$ cat src/rtl/steer_en_ctrl.sv
// Rider-presence / steering-enable controller for the segway.
// Watches left/right load cells and the battery reading, and decides
// when steering may be enabled, when the rider has left, and when the
// battery is low.
//
// Ports:
//   clk       in   system clock
//   rst_n     in   async active-low reset
//   lft_ld    in   [11:0] left load cell, unsigned
//   rght_ld   in   [11:0] right load cell, unsigned
//   batt      in   [11:0] battery reading, unsigned
//   en_steer  out  steering enabled (registered, high in STEER)
//   rider_off out  one-cycle pulse when rider leaves (registered)
//   batt_low  out  batt < BATT_THRES (registered)
//
// Build option: STEER_FAST_SIM_EN forces a 15-bit settle timer
// (32767-cycle settle) regardless of TMR_BITS.

module steer_en_ctrl #(
  parameter logic [11:0] MIN_RIDER_WT = 12'h200,
  parameter logic [11:0] WT_HYST      = 12'h040,
  parameter logic [11:0] BATT_THRES   = 12'h800,
  parameter int          TMR_BITS     = 26
) (
  input  logic        clk,
  input  logic        rst_n,
  input  logic [11:0] lft_ld,
  input  logic [11:0] rght_ld,
  input  logic [11:0] batt,
  output logic        en_steer,
  output logic        rider_off,
  output logic        batt_low
);

`ifdef STEER_FAST_SIM_EN
  localparam int TW = 15;
`else
  localparam int TW = TMR_BITS;
`endif

  localparam logic [12:0] THR_HI =
    {1'b0, MIN_RIDER_WT} + {1'b0, WT_HYST};
  localparam logic [12:0] THR_LO =
    {1'b0, MIN_RIDER_WT} - {1'b0, WT_HYST};

  typedef enum logic [1:0] {
    IDLE  = 2'd0,
    WAIT  = 2'd1,
    STEER = 2'd2
  } state_t;

  state_t state, nxt;

  logic [12:0]   sum;
  logic [11:0]   diff;
  logic          sum_gt_min;
  logic          sum_lt_min;
  logic          diff_gt_1_4;
  logic          diff_gt_15_16;
  logic [TW-1:0] tmr;
  logic          tmr_full;
  logic          clr_tmr;
  logic          off_nxt;

  assign sum  = {1'b0, lft_ld} + {1'b0, rght_ld};
  assign diff = (lft_ld >= rght_ld) ? (lft_ld - rght_ld)
                                    : (rght_ld - lft_ld);

  assign sum_gt_min    = sum > THR_HI;
  assign sum_lt_min    = sum < THR_LO;
  assign diff_gt_1_4   = {1'b0, diff} > (sum >> 2);
  assign diff_gt_15_16 = {1'b0, diff} > (sum - (sum >> 4));

  assign tmr_full = &tmr;

  // Saturating settle timer; held at zero while idle.
  always_ff @(posedge clk or negedge rst_n) begin
    if (!rst_n)
      tmr <= '0;
    else if (clr_tmr || state == IDLE)
      tmr <= '0;
    else if (!tmr_full)
      tmr <= tmr + TW'(1);
  end

  always_ff @(posedge clk or negedge rst_n) begin
    if (!rst_n)
      state <= IDLE;
    else
      state <= nxt;
  end

  always_comb begin
    nxt     = state;
    clr_tmr = 1'b0;
    off_nxt = 1'b0;
    case (state)
      IDLE: begin
        if (sum_gt_min) begin
          nxt     = WAIT;
          clr_tmr = 1'b1;
        end
      end
      WAIT: begin
        if (sum_lt_min) begin
          nxt     = IDLE;
          off_nxt = 1'b1;
        end else if (diff_gt_1_4) begin
          clr_tmr = 1'b1;
        end else if (tmr_full) begin
          nxt = STEER;
        end
      end
      STEER: begin
        if (sum_lt_min) begin
          nxt     = IDLE;
          off_nxt = 1'b1;
        end else if (diff_gt_15_16) begin
          nxt     = WAIT;
          clr_tmr = 1'b1;
        end
      end
      default: nxt = IDLE;
    endcase
  end

  // Outputs registered off the next-state so en_steer tracks the
  // state register exactly.
  always_ff @(posedge clk or negedge rst_n) begin
    if (!rst_n) begin
      en_steer  <= 1'b0;
      rider_off <= 1'b0;
      batt_low  <= 1'b0;
    end else begin
      en_steer  <= (nxt == STEER);
      rider_off <= off_nxt;
      batt_low  <= (batt < BATT_THRES);
    end
  end

endmodule

$ cat config.mk
export PLATFORM = sky130hd
export DESIGN_NAME = steer_en_ctrl
export DESIGN_NICKNAME = d
export VERILOG_FILES = /design/src/rtl/steer_en_ctrl.sv
export SDC_FILE = /design/constraint.sdc
export NUM_CORES = 1
export LEC_CHECK = 0
export CORE_ASPECT_RATIO = 1.1
export CORE_MARGIN = 5
export CORE_UTILIZATION = 30
export CTS_CLUSTER_DIAMETER = 100
export DETAILED_ROUTE_END_ITERATION = 10
export PLACE_DENSITY = 0.48
export SYNTH_ARGS = -nofsm -noshare
export SYNTH_HDL_FRONTEND = slang
export SYNTH_SLANG_ARGS = --single-unit
$ cat constraint.sdc
create_clock -name clk -period 2.5 [get_ports clk]
set_input_delay 0.5 -clock clk [delete_from_list [all_inputs] [get_ports clk]]
set_output_delay 0.5 -clock clk [all_outputs]
set_load 0.01 [all_outputs]
==> metrics.md <==
| Metric | Value |
|---|---|
| Largest net degree at the start of global routing | `32` |
| Vias in the first global route | `5277` |
| GRT busiest layer | `met2` |
| Hold Buf Count CTS | `0` |
| Routed Antenna Nets | `0` |
| Crit end category | `register` |
| Clock Pin Slew Worst Setup and Hold Paths | `0.05 ns` |
| Die Span Y | `139 microns` |
| TritonCTS Sinks | `31` |
| # IOs | `41` |
| Mapped Area | `4560 sq um` |
| PnR worst setup slack | `-2.61 ns` |
| DRT Wirelength | `14900 microns` |
| Synth Area in XOR/XNOR | `0.111` |
| Slew HR | `0.452` |
| Power Density | `637 nW/um^2` |
| Most used DFF post-synth | `dfrtp_1` |
| Worst Path Required | `2.63 ns` |
| Non-filler instance count after layout | `1006` |
| Final setup vio count | `30` |
| Final hold violations | `0` |
| GRT Overall Usage | `0.166` |
| DP Wirelength | `11400 microns` |
| WL/cell | `14.8 microns` |
| Post-Place Cells | `951` |
| Syn Nets | `662` |
| Placement Rows | `47` |
| Number of diodes | `0` |
| DRT iter0 DRCs | `185` |
| Post-route clock period utilization | `2.05` |
| H-tree Lvls | `2` |
| Die ar. | `17800 sq um` |
| Worst EP arrival | `5.25 ns` |
| Crit Path Max Fanout | `7` |
| Max-cap violations | `0` |
| Fillers | `1381` |
| Status | `complete, but fails checks` |
| Sequential area share after synthesis | `0.170` |
| Synth Area in Adders | `0.207` |
| Initial Util | `0.304` |
| Complex-gate fraction of the synthesized area | `0.217` |
| Clock Tree Root | `clkbuf_16` |
| Drt first pass iters | `6` |
| Met1 usage | `0.191` |
| Largest family of logic cells by synthesized area | `compound AO/OA/AOI/OAI gates` |
| Crit path launch type | `primary input` |
| Multi-input logic area | `4070 sq um` |
| Num CTS Buffers | `5` |
| DP Worst Slack | `-3.52 ns` |
| Post-Synthesis Cells | `551` |
| Async set or reset register ratio after synthesis | `1.00` |
| Failing checks | `negative setup slack` |
| First-pass GRT wire length | `24600 microns` |
| M3 GR Usage | `0.0123` |
| Post-synthesis simple-gate area fraction | `0.208` |
| Final #Nets | `920` |
| Global placer's final weighted congestion | `0.883` |
| Setup CP Type | `in2reg` |
| Clock Tree Buf Depth | `2` |
| Fraction of layout cells with a size suffix above 1 | `0.446` |
| Syn Area/Cell | `8.27 sq um` |
| TritonCTS clock tree | `built` |
| Core Area | `15000 sq um` |
| Avg Vias per Cell | `4.94` |
| Via count | `4973` |
| Mux share of post-synthesis cell area | `0.0200` |
| Min-Delay Path Class | `reg2reg` |
| Slew @ Worst Pin | `0.815 ns` |
| Drt drc | `0` |
| Die extent in x | `128 microns` |
| Post-synth cell types | `71` |
| Peak supply drop | `0.000337 V` |
| Layout area overhead | `68.0%` |
| Number of port buffers | `29` |
| Static Leak | `3.61 nW` |
| M2 GR Usage | `0.326` |
| Slew Limit Fails | `0` |
| Grt ovf | `0` |
| Register bit total from synthesis | `31` |
| Synth warn | `0` |
| Skew final | `0.00818 ns` |
| Flip-flop and latch area | `776 sq um` |
| Post-layout minimum cycle time | `5.11 ns` |
| Fmax | `0.196 GHz` |
| RSZ-0062 raised after global routing | `yes` |
| EDFF count, synth | `0` |
| Initial antenna violation count | `0` |
| Clk_lat worst skew | `0.27 ns` |
## repair_timing
item	4_1_cts	5_1_grt
gates cloned	3	0
gates resized for setup	130	39
endpoints found under the hold margin	0	0
setup buffers	30	19
endpoints found under the setup margin	30	30
pin swaps	56	29
## cell families after synthesis
logic type      count (synthesis)
mux                             9
xor+xnor                       56
fa+ha+maj                      73
simple gates                  172
compound gates                139
flops                          31
buf+inv                        71
## worst max-delay path, stage by stage
cell and delay, ns:
clkdlybuf4s15_2 0.22, ha_4 0.16, buf_4 0.12, nor2b_1 0.18, or4_4 0.58, nor3_4 0.21, or3_4 0.17, inv_6 0.03
ha_4 0.21, a21oi_2 0.13, o31ai_2 0.09, a21o_1 0.16, a21o_1 0.18, a221oi_2 0.27, nand3_1 0.17, xnor2_1 0.17
ha_1 0.31, and3_4 0.20, a221oi_2 0.06, a31oi_2 0.21, nand3_2 0.13, a2111oi_4 0.39, buf_4 0.20, buf_8 0.13
nor3_1 0.06
## placed cells by master, fill, tap and decap left out, types with 8 or more instances in the layout
master / count
xor2_1: 18
ha_1: 50
nand4_1: 11
nand2_1: 21
a31oi_1: 8
nor2_1: 18
a21o_1: 17
and3_1: 8
buf_4: 215
a21oi_1: 33
inv_2: 9
dfrtp_1: 31
inv_1: 43
nand3_1: 19
buf_6: 19
nor3_1: 32
o21ai_0: 9
ha_4: 13
xnor2_1: 31
clkdlybuf4s50_1: 10
## registers in the layout (all words and copies together) (netlist names)
name	cells
en_steer	1
tmr	26
batt_low	1
state	2
rider_off	1
## final timing paths
kind,from,slack (ns),endpoint,depth (start not counted)
max,rght_ld[6],-2.61,tmr[19]$_DFFE_PN0P_,25
min,tmr[21]$_DFFE_PN0P_,0.55,tmr[21]$_DFFE_PN0P_,2
max reg2reg,tmr[17]$_DFFE_PN0P_,-0.05,tmr[21]$_DFFE_PN0P_,10
min reg2reg,tmr[21]$_DFFE_PN0P_,0.55,tmr[21]$_DFFE_PN0P_,2
max in group asynchronous,rst_n,1.58,tmr[4]$_DFFE_PN0P_,2
min in group asynchronous,rst_n,0.62,tmr[18]$_DFFE_PN0P_,2
## cells in the mapped netlist, drive strengths merged, types with 13 or more instances
cell / n / area share
ha: 69 / 0.19
o21ai: 13 / 0.014
inv: 54 / 0.044
nor3: 36 / 0.040
a21o: 17 / 0.028
xor2: 18 / 0.035
xnor2: 37 / 0.071
nand2: 22 / 0.018
dfrtp: 31 / 0.17
nor2: 20 / 0.016
nand3: 22 / 0.024
a21oi: 40 / 0.045
## layer usage
metal	part of all wire	wire length (microns)
met1	0.42	6220
met2	0.55	8150
met3	0.018	270
met4	0.015	226
met5	0	0
## report_power, final
part,internal [mW],switching (mW)
registers,0.530,0.0275
logic,1.94,1.69
clock network,0.494,0.199
## through the flow
| step | total power, mW | util | TNS [ns] | instance area (sq um) | hold slack [ns] |
|---|---|---|---|---|---|
| 2_1_floorplan | 2.20 | - | -78.97 | 4660 | 0.204 |
| 3_3_place_gp | 3.35 | 0.437 | -99.23 | 6550 | 0.538 |
| 3_5_place_dp | 3.39 | 0.437 | -102.55 | 6550 | 0.538 |
| 4_1_cts | 4.74 | 0.496 | -70.64 | 7440 | 0.554 |
| 5_1_grt | 5.26 | 0.511 | -79.97 | 7660 | 0.583 |
| 6_report | 4.88 | 0.511 | -75.21 | 7660 | 0.551 |
## area by class of cell
type,instances,area share
Inverter,55,0.0279
Clock buffer,6,0.0181
Clock inverter,2,0.00458
Timing Repair Buffer,267,0.285
Tap cell,196,0.0320
Sequential cell,31,0.101
Multi-Input combinational cell,449,0.531
Note: power is estimated with default switching activity, not from simulation.
